<file path="config.mk">
export PLATFORM = sky130hd
export DESIGN_NAME = xmtr
export DESIGN_NICKNAME = d
export VERILOG_FILES = /design/src/rtl/xmtr.sv
export SDC_FILE = /design/constraint.sdc
export NUM_CORES = 1
export LEC_CHECK = 0
export ABC_CLOCK_PERIOD_IN_PS = 1700
export CORE_ASPECT_RATIO = 0.75
export CORE_MARGIN = 3
export CORE_UTILIZATION = 25
export CTS_CLUSTER_SIZE = 16
export DETAILED_ROUTE_END_ITERATION = 12
export DONT_BUFFER_PORTS = 1
export SLEW_MARGIN = 20
export SYNTH_ARGS = -nofsm -noshare
export SYNTH_HDL_FRONTEND = slang
export SYNTH_SLANG_ARGS = --single-unit
export TNS_END_PERCENT = 5
</file>
<file path="constraint.sdc">
create_clock -name SCLK -period 1.7 [get_ports SCLK]
set_input_delay 0.255 -clock SCLK [delete_from_list [all_inputs] [get_ports SCLK]]
set_output_delay 0.255 -clock SCLK [all_outputs]
set_load 0.005 [all_outputs]
</file>
<file path="src/rtl/xmtr.sv">
// Serial frame transmitter: collects BYTE_COUNT body bytes over VALID/READY,
// then shifts {HEADER_VALUE, body} out MSB-first on SDATA with double buffering.
//
// state | meaning
// IDLE  | no frame on SDATA, SDATA held at 0
// SEND  | shifting a frame out, bitcnt = index of bit currently on SDATA
module xmtr #(
    parameter int                     HEADER_SIZE  = 8,
    parameter logic [HEADER_SIZE-1:0] HEADER_VALUE = 8'ha5,
    parameter int                     BODY_SIZE    = 16,
    parameter int                     BYTE_COUNT   = 2,
    parameter int                     BCNT_SIZE    = 2,
    parameter int                     COUNTER_SIZE = 5
) (
    input  logic       SCLK,
    input  logic       RST,
    input  logic [7:0] DIN,
    input  logic       VALID,
    output logic       READY,
    output logic       BUSY,
    output logic       SDATA
);

    localparam int FRAME_SIZE = HEADER_SIZE + BODY_SIZE;

    typedef enum logic {IDLE, SEND} state_t;

    state_t                    state, state_nxt;
    logic [BODY_SIZE-1:0]      buffer;
    logic [BCNT_SIZE-1:0]      bytecnt;
    logic [FRAME_SIZE-2:0]     shreg;
    logic [COUNTER_SIZE-1:0]   bitcnt;
    logic                      sdata_q;
    logic                      full;
    logic                      last_bit;
    logic                      load;

    assign full     = (bytecnt == BCNT_SIZE'(BYTE_COUNT));
    assign last_bit = (state == SEND) && (bitcnt == COUNTER_SIZE'(FRAME_SIZE - 1));
    assign load     = full && ((state == IDLE) || last_bit);

    assign READY = !full;
    assign BUSY  = (state == SEND);
    assign SDATA = sdata_q;

    always_ff @(posedge SCLK) begin
        if (RST)
            state <= IDLE;
        else
            state <= state_nxt;
    end

    always_comb begin
        state_nxt = state;
        case (state)
            IDLE:    if (full) state_nxt = SEND;
            SEND:    if (last_bit && !full) state_nxt = IDLE;
            default: state_nxt = IDLE;
        endcase
    end

    // Header MSB leaves on the load edge, so the shifter only keeps the remaining bits.
    always_ff @(posedge SCLK) begin
        if (RST) begin
            buffer  <= '0;
            bytecnt <= '0;
            shreg   <= '0;
            bitcnt  <= '0;
            sdata_q <= 1'b0;
        end else begin
            if (load)
                bytecnt <= '0;
            else if (VALID && READY) begin
                buffer  <= {buffer[BODY_SIZE-9:0], DIN};
                bytecnt <= bytecnt + BCNT_SIZE'(1);
            end

            if (load) begin
                shreg   <= {HEADER_VALUE[HEADER_SIZE-2:0], buffer};
                sdata_q <= HEADER_VALUE[HEADER_SIZE-1];
                bitcnt  <= '0;
            end else if (last_bit) begin
                sdata_q <= 1'b0;
                bitcnt  <= '0;
            end else if (state == SEND) begin
                sdata_q <= shreg[FRAME_SIZE-2];
                shreg   <= {shreg[FRAME_SIZE-3:0], 1'b0};
                bitcnt  <= bitcnt + COUNTER_SIZE'(1);
            end
        end
    end

endmodule
</file>
# == After elaboration in Yosys (flattened, before gate mapping) ==
# Cells that the tools add are included.
# totals
ram_bits,0
n_memories,0
output_inout_bits,3
rom_bits,0
latchBits,0
reg_bits,48
word_cells,37
in_bits,11
# op_classes
eq_ne,3
n_mux,9
reduce_logical,13
div_mod_pow,0
multipliers,0
magnitude_cmp,0
n_shift,0
addsub,2
n_bitwise,3
# ops
operator,count
22-bit 2-to-1 mux,3
2-bit AND reduction,3
"5-bit by 1-bit adder with 5-bit output, second input constant",1
"5-bit == test, second input constant",1
1-bit 2-to-1 mux,5
1-bit logical AND,4
1-bit NOT,3
3-bit nonzero test,1
3-bit OR reduction,1
"2-bit by 1-bit adder with 2-bit output, second input constant",1
"2-bit == test, second input constant",1
"2-bit by 1-bit != test with 1-bit output, second input constant",1
1-bit case mux with 2 select lines,1
2-bit nonzero test,1
2-bit OR reduction,1
1-bit zero test,1
1-bit logical OR,1

# == Logic depth before layout (Yosys ltp) ==
# logic_depth
word_depth,6
depth_mapped,8
mapped_depth_nobuf,5

# == Worst setup path after synthesis ==
# OpenSTA, ideal clock, no wires.
# synth_timing
path_kind,register -> register
from,reg bitcnt[0]
to,reg shreg[4]
arrival_time_ns,1.278
synth_period_minus_slack_ns,1.399
path_buffers,2
required_ns,1.578
stages_incl_launch_ff,6
setup_time_ns,0.122
slack_ns,0.301
cell_sequence,dfxtp_1 ha_1 and4b_4 buf_6 buf_6 o311a_1
# synth_between
elab_chain_cells,6
word_cells_on_any_way,8
classes_between,eq/ne: 2; mux: 1; reduce/logical: 5
# synth_rtl
item,line,text
"start, declared",32,logic [COUNTER_SIZE-1:0] bitcnt;
"start signal, assigned",88,bitcnt <= bitcnt + COUNTER_SIZE'(1);
5-bit == test *,39,assign last_bit = (state == SEND) && (bitcnt == COUNTER_SIZE'(FRAME_SIZE - 1));
1-bit logical AND *,39,
1-bit logical OR,40,assign load = full && ((state == IDLE) || last_bit);
1-bit logical AND,40,
2-bit by 1-bit != test with 1-bit output (no source line) or 2-bit nonzero test (tied branches),-,
2-bit AND reduction (no source line),-,
"end signal, assigned",79,"shreg <= {HEADER_VALUE[HEADER_SIZE-2:0], buffer};"
"end signal, assigned",87,"shreg <= {shreg[FRAME_SIZE-3:0], 1'b0};"
"end, declared",31,logic [FRAME_SIZE-2:0] shreg;
# Every way passes the cells marked *; elsewhere a longest branch is shown, timed or not.
# A chain may end at the register's enable or synchronous reset.

# == Worst setup path in the final report ==
# layout_timing
from,reg bytecnt[0]
to,out READY
# layout_between
elab_chain_cells,2
# layout_rtl
item,line,text
"start, declared",30,logic [BCNT_SIZE-1:0] bytecnt;
"start signal, assigned",75,bytecnt <= bytecnt + BCNT_SIZE'(1);
2-bit == test,38,assign full = (bytecnt == BCNT_SIZE'(BYTE_COUNT));
1-bit zero test,42,assign READY = !full;
"end, declared",19,"output logic READY,"
# No other way between the ends.

==> metrics.yaml <==
core_mm2: 0.00799
grt_pass1_wl_mm: 7.70
ys_seq_area_share_pct: 46.2
grtUsageTotal_pct: 9.82
syn-cell-area_mm2: 0.00208
cp.required_ns: 1.44
worst_pin_slew_ns: 0.826
htreeDepth: 2
cp-startpoint: "bytecnt[0]"
max-clock-path-buffers: 2
max_stage_delay_ns: 0.33
fin_cells: 336
reg2reg_depth: 5
path_clk_slew_ns: 0.09
yosysTopAreaCellShare_pct: 46.2
dieArea_mm2: 0.00947
antennaDiodeCount: 0
max_clock_freq_mhz: 619
nFillCells: 882
path_buf_inv: 4
setup.worst_path.end_class: "primary output"
grt_pass1_vias: 1541
nNetsFinal: 243
cpMaxStageDelayCell: "dfxtp_1"
status: "finished clean"
worstSetupEndpoint: "READY"
die-height_um: 85.0
cap_violations: 0
r2r-start: "bitcnt[0]"
critPathTopFamily: "buffers and inverters"
chipWidth_um: 111
period_share_pct: 95.0
grt_max_degree: 39
tritoncts: "done"
gp_congestion: 0.684
antenna_found_initial: 0
powerDensity_mw_per_mm2: 988
ys_warn_count: 0
ir_drop_v: 0.000546
worstSkewPairLatency_ns: 0.31
min_path_cells: 1
syn-num-nets: 244
cts_sinks: 48
report.final.setup_viol: 0
drive_gt1_share_pct: 11.7
path_cells: "inv_1, ha_4, buf_12, clkinvlp_4, buf_4"
vias_per_cell: 4.85
ant_nets: 0
ys_types: 34
path_class: "register to primary output"
hpwl_mm: 2.72
placed_cells: 322
final_cell_mix: "dfxtp_1 (48), nand2_1 (36), a21oi_1 (29)"
netlist_instances: 231
cp_max_fo: 10
p_leak_uw: 0.000809
rsz0062_at_grt: "no"
dr.pass1.iters: 7
clock_skew_ns: 0.00564
yosysTopAreaCell: "dfxtp_1"
avgSynthCellArea_um2: 9.01
cts-root-buf: "clkbuf_8"
drc: 0
overflow: 0
regToRegSetupSlack_ns: 0.12
period_minus_slack_ns: 1.61
drt_wl_total_mm: 4.60
power_uw: 2370
ys_top_cells_by_area: "dfxtp_1 (46%), mux2i_1 (7.7%), o311a_1 (7.2%)"
ioPinCount: 14
design_area_mm2: 0.00240
synth_seq_cells: 48
final_common_cell: "dfxtp_1"
cp-start-kind: "register"
start_util_pct: 26.1
hold_viol: 0
area_growth_pct: 15.4
r2r_end: "shreg[8]"
placed_area_mm2: 0.00219
min_path_type: "input pin to register"
rows: 28
drt-wirelength-per-cell_um: 13.7
slew_viol_final: 0
postLayoutCoreUtil_pct: 30.1
critPathArrivalTime_ns: 1.36
cts_inserted_buffers: 5
cp_num_cells: 5
drt_iter0_markers: 134
finalSetupTns_ns: 0
io_buffers: 0
vias: 1631
slew_headroom_pct: 44.7
[power by group]
group / leakage [uW] / switching (uW) / internal, uW
logic: 0.000363 / 153 / 135
clock network: 0.0000548 / 408 / 443
registers: 0.000391 / 42.7 / 1190
[synthesized netlist by cell type]
cell / instances
nor3b_1: 3
nand4b_1: 1
a211oi_1: 1
a31oi_1: 3
buf_6: 2
clkbuf_4: 1
clkbuf_1: 6
nand3_1: 8
inv_1: 2
buf_4: 2
nand4_1: 2
a2bb2oi_1: 1
and4b_4: 1
nor3_1: 2
nand2_1: 36
nor2b_1: 1
a311oi_2: 1
inv_2: 1
clkinv_1: 1
o41ai_2: 1
or3_1: 1
o21ai_1: 2
buf_2: 13
o211ai_1: 4
o21ai_0: 14
o22ai_1: 3
a21oi_1: 29
nor2_1: 5
mux2i_1: 16
xor2_1: 2
nand2b_1: 1
dfxtp_1: 48
o311a_1: 15
ha_1: 2
[registers in the layout, summed over array words and instances (netlist names)]
register,count
shreg,23
buffer,16
bytecnt,2
bitcnt,5
BUSY,1
SDATA,1
[metal layers]
layer / routed length [um] / GRT usage [%]
met5: 0 / 0
met4: 55 / 3.31
met3: 163 / 2.35
met2: 1980 / 15.0
met1: 2400 / 13.7
[timing repair]
action | 4_1_cts | 5_1_grt
hold endpoints to repair | 20 | 3
resized for setup | 3 | 0
gates cloned | 1 | 0
buffers inserted | 0 | 2
hold buffers | 2 | 1
setup endpoints to repair | 1 | 1
[worst min-delay path by stage]
stage / slack, ns / end / from
4_1_cts: 0.0005 / shreg[0] / RST
2_1_floorplan: 0.39 / buffer[0] / DIN[0]
6_report: 0.01 / buffer[14] / RST
3_5_place_dp: 0.33 / shreg[20] / RST
3_3_place_gp: 0.33 / buffer[10] / RST
5_1_grt: 0.001 / buffer[6] / RST
[layout make-up]
| cell class | count | area, um^2 | area share, % |
|---|---|---|---|
| Multi-Input combinational cell | 155 | 986 | 41.0 |
| Sequential cell | 48 | 961 | 40.0 |
| Timing Repair Buffer | 16 | 190 | 7.92 |
| Tap cell | 105 | 131 | 5.47 |
| Clock buffer | 5 | 68.8 | 2.86 |
| Clock inverter | 3 | 46.3 | 1.93 |
| Inverter | 4 | 18.8 | 0.781 |
[cell families after synthesis]
group	share of synthesized area (%)
xor+xnor	0.841
mux	7.69
buf+inv	7.09
fa+ha+maj	1.20
compound gates	23.6
simple gates	13.5
flops	46.2
[metrics by stage]
step	setup slack (ns)	hold slack, ns
6_report	0.0853	0.0100
2_1_floorplan	0.301	0.391
3_5_place_dp	0.151	0.329
3_3_place_gp	0.236	0.327
4_1_cts	0.0275	0.000520
5_1_grt	0.0249	0.00105
No activity file was read; power rests on OpenSTA's default activity.
